[config.mk]
export PLATFORM = sky130hd
export DESIGN_NAME = rgb2yuv_enc
export DESIGN_NICKNAME = d
export VERILOG_FILES = /design/src/rtl/cte_pkg.sv /design/src/rtl/rgb2yuv_pix.sv /design/src/rtl/rgb2yuv_enc.sv
export SDC_FILE = /design/constraint.sdc
export NUM_CORES = 1
export LEC_CHECK = 0
export ABC_AREA = 1
export BUFFER_PORTS_ARGS = -buffer_cell sky130_fd_sc_hd__clkbuf_2
export CORE_MARGIN = 4
export CORE_UTILIZATION = 23
export CTS_CLUSTER_DIAMETER = 100
export DETAILED_ROUTE_END_ITERATION = 16
export PLACE_DENSITY = 0.42
export RECOVER_POWER = 50
export SLEW_MARGIN = 0
export SYNTH_ARGS = -nofsm -noshare
export SYNTH_HDL_FRONTEND = slang
export SYNTH_SLANG_ARGS = --single-unit
[constraint.sdc]
create_clock -name clk -period 9 [get_ports clk]
set_input_delay 0.9 -clock clk [delete_from_list [all_inputs] [get_ports clk]]
set_output_delay 0.9 -clock clk [all_outputs]
set_load 0.005 [all_outputs]
[src/rtl/cte_pkg.sv]
// Shared definitions for the colour transform engine.
// Coefficients, rounding offsets, encoder states and clamp.
package cte_pkg;

  localparam logic signed [17:0] YR = 18'sd77;
  localparam logic signed [17:0] YG = 18'sd150;
  localparam logic signed [17:0] YB = 18'sd29;
  localparam logic signed [17:0] UR = 18'sd43;
  localparam logic signed [17:0] UG = 18'sd85;
  localparam logic signed [17:0] UB = 18'sd128;
  localparam logic signed [17:0] VR = 18'sd128;
  localparam logic signed [17:0] VG = 18'sd107;
  localparam logic signed [17:0] VB = 18'sd21;
  localparam logic signed [17:0] Y_OFS  = 18'sd128;
  localparam logic signed [17:0] UV_OFS = 18'sd32896;

  typedef enum logic [2:0] {
    PIX0,
    PIX1,
    CALC,
    EMIT_U,
    EMIT_Y0,
    EMIT_V,
    EMIT_Y1
  } state_t;

  function automatic logic [7:0] clamp8(
    input logic signed [17:0] x
  );
    logic signed [17:0] s;
    s = x >>> 8;
    if (s < 18'sd0)
      return 8'd0;
    else if (s > 18'sd255)
      return 8'd255;
    else
      return s[7:0];
  endfunction

endpackage

[src/rtl/rgb2yuv_pix.sv]
// One-pixel RGB to Y/U/V converter, combinational.
// Sums are signed 18-bit; results clamp to 0..255.
module rgb2yuv_pix
  import cte_pkg::*;
(
  input  logic [23:0] rgb,
  output logic [7:0]  y,
  output logic [7:0]  u,
  output logic [7:0]  v
);

  logic signed [17:0] r;
  logic signed [17:0] g;
  logic signed [17:0] b;
  logic signed [17:0] sy;
  logic signed [17:0] su;
  logic signed [17:0] sv;

  assign r = $signed({10'd0, rgb[23:16]});
  assign g = $signed({10'd0, rgb[15:8]});
  assign b = $signed({10'd0, rgb[7:0]});

  assign sy = YR * r + YG * g + YB * b + Y_OFS;
  assign su = UB * b - UR * r - UG * g + UV_OFS;
  assign sv = VR * r - VG * g - VB * b + UV_OFS;

  // U/V can land on 256 for saturated blue/red.
  assign y = clamp8(sy);
  assign u = clamp8(su);
  assign v = clamp8(sv);

endmodule

[src/rtl/rgb2yuv_enc.sv]
// RGB to YUV 4:2:2 encoder: pixel pairs in, U,Y0,V,Y1 bytes out.
// Same in_en/busy handshake as the decode path.
module rgb2yuv_enc
  import cte_pkg::*;
#(
  parameter int CHROMA_AVG = 1
) (
  input  logic        clk,
  input  logic        reset,
  input  logic        in_en,
  input  logic [23:0] rgb_in,
  output logic        busy,
  output logic        out_valid,
  output logic [7:0]  yuv_out
);

  state_t state;
  state_t state_n;

  logic [23:0] p0;
  logic [23:0] p1;
  logic [7:0]  y0_r;
  logic [7:0]  y1_r;
  logic [7:0]  v_r;

  logic [7:0] y0;
  logic [7:0] u0;
  logic [7:0] v0;
  logic [7:0] y1;
  logic [7:0] u1;
  logic [7:0] v1;

  logic [8:0] u_sum;
  logic [8:0] v_sum;
  logic [7:0] u_sel;
  logic [7:0] v_sel;

  logic       ld0;
  logic       ld1;
  logic       busy_n;
  logic       valid_n;
  logic [7:0] byte_n;

  rgb2yuv_pix u_pix0 (
    .rgb (p0),
    .y   (y0),
    .u   (u0),
    .v   (v0)
  );

  rgb2yuv_pix u_pix1 (
    .rgb (p1),
    .y   (y1),
    .u   (u1),
    .v   (v1)
  );

  assign u_sum = {1'b0, u0} + {1'b0, u1} + 9'd1;
  assign v_sum = {1'b0, v0} + {1'b0, v1} + 9'd1;

  assign u_sel = (CHROMA_AVG != 0) ? u_sum[8:1] : u0;
  assign v_sel = (CHROMA_AVG != 0) ? v_sum[8:1] : v0;

  // U goes straight to the output register on leaving CALC.
  always_comb begin
    state_n = state;
    ld0     = 1'b0;
    ld1     = 1'b0;
    valid_n = 1'b0;
    byte_n  = yuv_out;
    unique case (state)
      PIX0: begin
        if (in_en) begin
          ld0     = 1'b1;
          state_n = PIX1;
        end
      end
      PIX1: begin
        if (in_en) begin
          ld1     = 1'b1;
          state_n = CALC;
        end
      end
      CALC: begin
        state_n = EMIT_U;
        valid_n = 1'b1;
        byte_n  = u_sel;
      end
      EMIT_U: begin
        state_n = EMIT_Y0;
        valid_n = 1'b1;
        byte_n  = y0_r;
      end
      EMIT_Y0: begin
        state_n = EMIT_V;
        valid_n = 1'b1;
        byte_n  = v_r;
      end
      EMIT_V: begin
        state_n = EMIT_Y1;
        valid_n = 1'b1;
        byte_n  = y1_r;
      end
      EMIT_Y1: begin
        if (in_en) begin
          ld0     = 1'b1;
          state_n = PIX1;
        end else begin
          state_n = PIX0;
        end
      end
      default: state_n = PIX0;
    endcase
  end

  always_comb begin
    busy_n = 1'b0;
    unique case (state_n)
      CALC, EMIT_U, EMIT_Y0, EMIT_V: busy_n = 1'b1;
      default:                       busy_n = 1'b0;
    endcase
  end

  always_ff @(posedge clk) begin
    if (reset) begin
      state     <= PIX0;
      busy      <= 1'b0;
      out_valid <= 1'b0;
      yuv_out   <= 8'h00;
      p0        <= 24'd0;
      p1        <= 24'd0;
      y0_r      <= 8'd0;
      y1_r      <= 8'd0;
      v_r       <= 8'd0;
    end else begin
      state     <= state_n;
      busy      <= busy_n;
      out_valid <= valid_n;
      yuv_out   <= byte_n;
      if (ld0)
        p0 <= rgb_in;
      if (ld1)
        p1 <= rgb_in;
      if (state == CALC) begin
        y0_r <= y0;
        y1_r <= y1;
        v_r  <= v_sel;
      end
    end
  end

endmodule

Yosys cells after proc, flatten, opt, wreduce, memory -nomap -nowiden
Cells that the tools add are included.
- logic and storage cells: 94
- input bits: 27
- register bits: 85
- output and inout port bits: 10
- multiply operators: 14
- $add $sub $neg: 22
- reductions and logical operators: 5
- $lt $le $gt $ge: 12
- eq/ne operators: 10
- multiplexer cells: 22
- operators with widths (cell ; number):
    $mul 7x8->15 const A ; 8
    $mux 8 ; 12
    $add 18x17->18 const B ; 4
    $add 18x18->18 ; 4
    $sub 16x18->18 ; 4
    $sub 18x18->18 ; 4
    $gt 10x9->1 const B ; 6
    $lt 10x1->1 const B ; 6
    $mul 5x8->13 const A ; 4
    $add 18x9->18 const B ; 2
    $pmux 8 s4 ; 1
    $mul 6x8->14 const A ; 2
    $pmux 3 s7 ; 1
    $add 8x8->9 ; 2
    $add 9x1->9 const B ; 2
    $eq 3x3->1 const B ; 5
    $eq 3x2->1 const B ; 4
    $reduce_or 4->1 ; 2
    $mux 1 ; 6
    $mux 3 ; 2
    $reduce_bool 4->1 ; 1
    $eq 3x1->1 const B ; 1
    $logic_not 3->1 ; 1
    $reduce_or 2->1 ; 1

Depth between registers and ports, before layout
Gate-level depths: netlist of the first run.
- depth in word-level cells: 10
- depth in mapped cells: 48
- depth with buffers taken out: 48

Modules after synthesis
A second synthesis of the first run with hierarchy kept.
- cell total of the unflattened synthesis: 3283
- area total of the unflattened synthesis: 24235.7 um2
- modules (own cells, without submodules) (module ; instances ; cells an instance ; sequential area each (um2) ; area an instance (um2)):
    rgb2yuv_pix (u_pix0) ; 1 ; 1369 ; 0.0 ; 10158.5
    rgb2yuv_pix (u_pix1) ; 1 ; 1371 ; 0.0 ; 10156.0
    rgb2yuv_enc ; 1 ; 543 ; 1701.6 ; 3921.3

Worst setup path after synthesis of the first run
No wires, ideal clock.
- path kind: reg-to-reg
- start: register p0[14]
- end: register v_r[7]
- arrival: 6784 ps
- period minus slack after synthesis: 6905 ps
- setup time: 122 ps
- buffers on the path: 1
- stages on the path, launching flop included: 42
- data required time: 8878 ps
- setup slack: 2095 ps
- path through: dfxtp_1 -> ha_1 -> fa_1 -> fa_1 -> inv_1 -> fa_1 -> inv_1 -> ha_1 -> nand2_1 -> o21ai_0 -> a21oi_1 -> inv_1 -> a21oi_1 -> o21bai_1 -> a21oi_1 -> nor2_1 -> nor2_1 -> xor2_1 -> [6 not listed] -> nand2_1 -> a21oi_1 -> nand2_1 -> nand2_1 -> and2_1 -> clkbuf_1 -> nand2_1 -> nand2_1 -> inv_1 -> fa_1 -> nand3_1 -> nand2_1 -> a21oi_1 -> inv_1 -> a21oi_1 -> nor2_1 -> o21ai_0 -> a21oi_1
- cells in the longest elaborated chain, start to end: 9
- elaborated cells between the ends (all ways): 10
- classes of those cells: 5 x add/sub; 1 x mul; 2 x order compare; 2 x mux
- ends and longest elaborated chain (element ; RTL line ; source):
    from (decl) ; rgb2yuv_enc.sv:20 ; logic [23:0] p0;
    from (signal assigned) ; rgb2yuv_enc.sv:141 ; p0 <= rgb_in;
    $mul 7x8->15 * ; rgb2yuv_pix.sv:25 ; assign sv = VR * r - VG * g - VB * b + UV_OFS;
    $sub 16x18->18 * ; rgb2yuv_pix.sv:25 ;
    $sub 18x18->18 * ; rgb2yuv_pix.sv:25 ;
    $add 18x17->18 * ; rgb2yuv_pix.sv:25 ;
    $gt 10x9->1 ; cte_pkg.sv:34 ; else if (s > 18'sd255)
    $mux 8 ; cte_pkg.sv:34 ;
    $mux 8 * ; cte_pkg.sv:32 ; if (s < 18'sd0)
    $add 8x8->9 * ; rgb2yuv_enc.sv:59 ; assign v_sum = {1'b0, v0} + {1'b0, v1} + 9'd1;
    $add 9x1->9 * ; rgb2yuv_enc.sv:59 ;
    to (signal assigned) ; rgb2yuv_enc.sv:147 ; v_r <= v_sel;
    to (decl) ; rgb2yuv_enc.sv:24 ; logic [7:0] v_r;
Every way passes the cells marked *; elsewhere a longest branch is shown, timed or not.
A chain may end at the register's enable or synchronous reset.

Final worst setup path of the first run
- start: register p0[8]
- end: register yuv_out[7]
- cells in the longest elaborated chain, start to end: 9
- elaborated cells between the ends (all ways): 10
- classes of those cells: 4 x add/sub; 1 x mul; 2 x order compare; 3 x mux
- ends and longest elaborated chain (element ; RTL line ; source):
    $mul 7x8->15 * ; rgb2yuv_pix.sv:24 ; assign su = UB * b - UR * r - UG * g + UV_OFS;
    $sub 18x18->18 * ; rgb2yuv_pix.sv:24 ;
    $add 18x17->18 * ; rgb2yuv_pix.sv:24 ;
    $gt 10x9->1 ; cte_pkg.sv:34 ;
    $mux 8 ; cte_pkg.sv:34 ;
    $mux 8 * ; cte_pkg.sv:32 ;
    $add 8x8->9 * ; rgb2yuv_enc.sv:58 ; assign u_sum = {1'b0, u0} + {1'b0, u1} + 9'd1;
    $add 9x1->9 * ; rgb2yuv_enc.sv:58 ;
    $pmux 8 s4 * ; rgb2yuv_enc.sv:71 ; unique case (state)
    to (signal assigned) ; rgb2yuv_enc.sv:139 ; yuv_out <= byte_n;
    to (decl) ; rgb2yuv_enc.sv:14 ; output logic [7:0] yuv_out
Marks and branches as above.

==> results of run 1 <==
## layer usage
metal | global-route usage | vias up
met5 | 0 | -
met4 | 0.0241 | 0
met3 | 0.0134 | 29
met2 | 0.216 | 161
met1 | 0.188 | 7825
li1 | - | 9020
## synthesized netlist by cell type (10+ instances only)
library cell and n:
nand4_1 11, o21ai_0 128, xnor2_1 58, a211oi_1 10, clkbuf_1 21, dfxtp_1 85
ha_1 618, inv_1 586, fa_1 166, a21oi_1 256, nand2_1 329, xor2_1 121
a21o_1 15, nor2_1 141, nand3_1 51, o21bai_1 38, nor3_1 14
## path summary, 6_finish.rpt
| path | startpoint | slack [ns] | end |
|---|---|---|---|
| hold / removal | yuv_out[1] | 0.47 | yuv_out[1] |
| hold reg to reg | yuv_out[1] | 0.47 | yuv_out[1] |
| setup reg to reg | p0[8] | 1.20 | yuv_out[7] |
| setup / recovery | p0[8] | 1.20 | yuv_out[7] |
## kinds of logic after synthesis
| family | Yosys count |
|---|---|
| adder cells (fa/ha/maj) | 784 |
| buffers and inverters | 611 |
| AND/OR/NAND/NOR | 574 |
| AO/OA/AOI/OAI | 498 |
| XOR/XNOR | 179 |
| flip-flops | 85 |
## state kept, by name, summed over array words and instances (netlist names)
signal     flops
out_valid      1
busy           1
v_r            8
p0            24
yuv_out        8
p1            24
y0_r           8
state          3
y1_r           8
## placed cells by master, fill, tap and decap left out, types with 5 or more instances in the layout
cell type / n
clkbuf_1: 13
clkbuf_16: 9
clkbuf_2: 25
fa_1: 166
o21ai_1: 7
inv_1: 586
buf_4: 21
nand2_1: 329
ha_1: 618
nor4_1: 5
o21bai_1: 38
nand3_1: 51
a21oi_1: 256
a211oi_1: 10
o21ai_0: 128
nor3_1: 14
a21oi_2: 8
a21o_1: 15
nand2_2: 8
xnor2_1: 58
nor2_1: 141
a31oi_1: 8
dfxtp_1: 85
xor2_1: 121
nand4_1: 11
## area by class of cell
cell class | instances | share of cell area
Clock buffer | 9 | 0.00944
Antenna cell | 1 | 0.000105
Clock inverter | 7 | 0.00335
Timing Repair Buffer | 59 | 0.0139
Tap cell | 1254 | 0.0657
Multi-Input combinational cell | 2035 | 0.744
Sequential cell | 85 | 0.0713
Inverter | 587 | 0.0923
## through the flow
step	util	setup slack (ns)	instance area (um^2)	hold slack, ns
3_5_place_dp	0.252	1.28	23600	0.459
3_3_place_gp	0.252	1.31	23600	0.459
6_report	0.255	1.20	23900	0.468
4_1_cts	0.255	1.21	23900	0.470
2_1_floorplan	-	2.09	21800	0.445
5_1_grt	0.255	0.514	23900	0.503
## worst register-to-register path: cells and delay by family (launching register included)
family	cells	cell delay, ns
adder cells (fa/ha/maj)	9	3.39
AO/OA/AOI/OAI	11	1.89
AND/OR/NAND/NOR	14	1.20
flip-flops	1	0.66
XOR/XNOR	1	0.30
buffers and inverters	4	0.25
==> results.txt, run 1 <==
The run finished, with violations left. The checks that failed: max-capacitance violations, max-slew violations. The area overhead of the layout relative to synthesis is 9.70%. STA classifies the critical path startpoint as a flop. The critical path runs through a total of 39 cells.

The number of enable-type register cells in the synthesized netlist came out at 0. The met1 wire length is 33.1 mm. The clock sink count came out at 85.

The ratio of cells with drive above 1 in the final layout came out at 0.0306. The cell family contributing the most delay on the critical path is adder cells. The CTS clock-pin slew for the worst setup and hold paths is 0.08 ns. The biggest area contributor in the post-synthesis netlist is ha_1. The average instance area after synthesis is 7.97 um^2. By startpoint and endpoint, the worst setup path is classified as reg2reg.

The multi-input combinational cells in the finished layout cover a total of 17800 um^2. The portion of netlist area occupied by mux cells is 0. The TritonCTS clock tree is built. For this run, the number of Yosys warnings is 0. The floorplan step set the die width to 316 um.

The post-route antenna net violation count is 0. The number of fillers in the final layout came out at 10400. The area fraction in and, or, nand and nor cells after synthesis came out at 0.108. Summing all flip-flop and latch instances after layout gives 1700 um^2.

Before antenna repair, the detailed router went through 5 iterations. The delay of the slowest cell on the worst path came out at 0.66 ns. The synthesized design contains 85 register bits. The synthesized netlist contains 45 unique library cells. The first-pass GRT wire length came out at 99.9 mm.

The via count of the first global-routing pass is 17500. The die outline area is 99600 um^2. The number of remaining DRC errors is 0. The routed length on met3 is 1.42 mm. The initial antenna violation count was 2. In the synthesized netlist the dominant register cell turns out to be dfxtp_1.

The number of buffers inserted during clock tree synthesis came out at 9. The total of endpoints with negative setup slack in the final report came out at 0. The net count of the mapped netlist is 3542.

Setup repair after global routing left no endpoint under its margin. The cell count after placement came out at 4020. The number of placement rows came out at 112. The post-cts sizing count is 0. The worst register-to-register path has a depth of 39. For the worst setup path, the data required time is 9.27 ns. At the pin with the least slew margin, the transition time is 2.14 ns. The number of vias after detailed routing came out at 17000.

Synthesis produced a netlist whose cell count is 2731. The dominant cell type by count on the critical path is ha_1. The total of max-cap violations came out at 2.

The area fraction in compound gates after synthesis came out at 0.128. The met2 routed wirelength is 28.6 mm. The number of standard cells in the layout, taps in and fillers out is 4037. The per-cell via count in the routed design is 4.22.

The level count of the clock H-tree came out at 3. The fraction of the yosys area taken by sequential cells is 0.0782. The worst clock skew on the final layout came out at 0.0131 ns. The number of placed I/O pins is 37. The highest metal layer carrying signal wires in the routed design is met4. Counting flops with an async set or reset pin after synthesis yields a share of 0. The final net count came out at 3588.

The slowest stage of the critical path is the dfxtp_1 cell. The placed wire-length estimate after detailed placement is 56.8 mm. The count of cells along the worst hold path came out at 2. The buffer levels on the longest clock path came out at 2.

The total overflow reported by the global router came out at 0. The class of the tightest hold or removal check is reg2reg. Sorting the synthesized cells by area gives the leading types as ha_1 (36%), fa_1 (15%), inv_1 (10%). The total length of routed wires came out at 63.9 mm.

In this run the post-CTS setup repair buffer count came out at 0. The count of input and output buffers came out at 36. The remaining max-slew budget at the tightest pin came out at -0.427. The worst path needs 7.80 ns of the cycle, external delays included. The count of final hold-check violations was 0. The synthesized netlist occupies a cell area of 21800 um^2.

The data arrival time at the worst-slack endpoint is 8.06 ns. The share of the synthesized netlist area taken by xor and xnor gates is 0.0721. The worst setup path is captured at a flop. The total routing resource utilization after global routing came out at 0.131. The routed length per placed instance is 15.8 um.

For this configuration, the core starts out at a cell density of 0.232. The iteration-0 DRC count of the detailed router came out at 614. The hold buffer count at cts is 0. The area share of the largest cell type after synthesis is 0.355. The clock insertion delay at the later pin of the skew report came out at 0.39 ns. The count of final max-slew check failures came out at 96. The maximum number of pins on one net before global-route repair came out at 59. Derived from the worst setup path, the maximum achievable clock frequency is 128 MHz.

After synthesis, the largest family of logic cells by area is adder cells. Together, buffers and inverters on the worst path number 4. Summed over all failing endpoints, the final setup total negative slack is 0 ns. The tree is rooted in a clkbuf_16.

The area of the placeable core came out at 93600 um^2. Along the worst path, the maximum fanout reaches 8. The fraction of the cycle the final worst path needs came out at 0.866. The die boundary height came out at 316 um. Routability-driven placement finished with a final weighted congestion of 0.832. The adder-cell area share of the yosys netlist came out at 0.508.
Power of run 1 is not shown: default switching activity piles up to over one toggle a cycle in this logic, so the estimate is an artifact.
==> run 2: changes to the inputs <==
- MAX_ROUTING_LAYER: not set -> met4
==> run 2 against run 1 <==
Net effect:
- the run still ends with max-capacitance violations, max-slew violations left
- clock skew is 0.0015 ns higher
- hold slack worse by 0.00071 ns
- critical path depth stayed put
- utilization stayed put
- sequential share of layout area stayed put
- highest routed layer unchanged
- non-clock buffer count stayed put
- final cell count stayed put
- sequential cell count stayed put
==> results.txt, run 2 (same netlist as run 1, synthesis figures left out) <==
The library cell contributing the largest single delay on the critical path is dfxtp_1. The first-pass GRT wire length is 100 mm. For met2 alone, demand over resource in global routing was 0.215.

The area overhead of the layout relative to synthesis came out at 9.70%. Summed over all layers, the global routing overflow is 0. The CTS clock-pin slew for the worst setup and hold paths is 0.08 ns. Of the cells placed in the final design, the portion with a size suffix greater than 1 is 0.0306. The number of placement rows came out at 112. Detailed placement finished with a half-perimeter wire length of 56.8 mm.

The top fanout value on the critical path came out at 8. Routability-driven placement finished with a final weighted congestion of 0.844. The core utilization of the finished layout is 0.255.

The final sum of negative setup slack came out at 0 ns. The area of the placeable core came out at 93600 um^2. Entering global routing, the biggest net connects 59 pins. The post-cts sizing count came out at 0. The most frequent standard cell in the layout excluding fill and tap cells is ha_1. The maximum clock frequency is 128 MHz. The largest registers in the layout are p0: 24 flops, p1: 24 flops.

Leaving out fill and tap cells, the most frequent cells in the layout are ha_1 (618), inv_1 (586), nand2_1 (329). Data on the critical path arrives at its endpoint at 8.05 ns. The worst clock skew on the final layout came out at 0.0146 ns. STA puts the critical path data required time at 9.27 ns. The global routing's busiest layer is met2.

The minimum clock period after layout came out at 7.79 ns. Hold repair after CTS inserted 0 buffers. The initial antenna violation count came out at 2. The count of final hold-check violations is 0. The per-cell via count in the routed design came out at 4.23.

The total placed instance area came out at 23600 um^2. The final net count came out at 3588. Counting cells, the worst reg-to-reg path comes to 39. The post-CTS setup buffer count came out at 0.

The checks that failed: max-capacitance violations, max-slew violations. STA classifies the critical path startpoint as a flop. The tightest min-delay check is of the reg2reg type. The die covers 99600 um^2. Setup violations remaining at the end of the flow were counted as 0.

The clock insertion delay at the later pin of the skew report came out at 0.39 ns. The TritonCTS clock tree is built. For the pin with the worst max-slew slack, the measured transition is 2.17 ns. The worst setup path is captured at a flop. The initial standard-cell utilization of the core is 0.232. The remaining max-slew budget at the tightest pin is -0.450. The post-route antenna net violation count is 0. The post-route cell area came out at 23900 um^2. Across all layers, the routed design uses 17100 vias. Dividing the final minimum period by the clock period gives 0.865. The number of placed I/O pins came out at 37. The count of input and output buffers came out at 36.

The routing usage on met1 came out at 0.188. The level count of the clock H-tree came out at 3. The flow ran to the end, but the final reports show violations.

The delay of the slowest cell on the worst path came out at 0.66 ns. Buffers inserted during clock tree synthesis total 9. The count of cells along the worst hold path came out at 2.

The number of iterations in the first detailed-routing pass came out at 5. The buffer levels on the longest clock path came out at 2. Setup repair after global routing left no endpoint under its margin. The critical path is of the reg2reg type. The total of max-cap violations is 2. The die boundary height is 316 um. The met3 track demand over resource is 0.0132.

The total length of routed wires is 64.0 mm. The via count of the first global-routing pass is 17400. In this design, the critical path's most frequently occurring cell is ha_1. The die is 316 um wide.

The buffer cell driving the clock tree root is clkbuf_16. The number of remaining DRC errors is 0. The clock sink count came out at 85.

The total routing resource utilization after global routing came out at 0.135. The iteration-0 DRC count of the detailed router is 698. After detailed routing, the average wire length per cell comes to 15.8 um. The count of final max-slew check failures is 96.
-- run 2: layout make-up --
class	count	area, um^2
Clock inverter	7	80.1
Tap cell	1254	1570
Clock buffer	9	225
Sequential cell	85	1700
Multi-Input combinational cell	2035	17800
Fill cell	10400	69700
Antenna cell	1	2.50
Timing Repair Buffer	59	332
Inverter	587	2200
-- run 2: stage by stage --
| stage | hold WS (ns) | std cells | worst slack [ns] |
|---|---|---|---|
| floorplan | 0.445 | 2731 | 2.09 |
| global placement | 0.459 | 4020 | 1.31 |
| detailed placement | 0.459 | 4020 | 1.28 |
| CTS | 0.470 | 4036 | 1.21 |
| global route | 0.503 | 4036 | 0.514 |
| finish | 0.467 | 4037 | 1.21 |
-- run 2: final timing paths --
| path | slack, ns | from | end |
|---|---|---|---|
| worst min register to register | 0.47 | yuv_out[1] | yuv_out[1] |
| worst max-delay path | 1.21 | p0[8] | yuv_out[7] |
| worst max register to register | 1.21 | p0[8] | yuv_out[7] |
| worst min-delay path | 0.47 | yuv_out[1] | yuv_out[1] |
-- run 2: layer usage --
| layer | vias up | part of all wire |
|---|---|---|
| li1 | 9015 | - |
| met1 | 7855 | 0.51 |
| met2 | 166 | 0.44 |
| met3 | 33 | 0.027 |
| met4 | 0 | 0.014 |
| met5 | - | 0 |
-- run 2: critical path: cells and delay by family, from the launching register on --
family          cells  cell delay (ns)
compound gates     11             1.88
xor+xnor            1             0.31
fa+ha+maj           9             3.38
buf+inv             4             0.25
flops               1             0.66
simple gates       14             1.19
Power of run 2 is left out for the same reason.
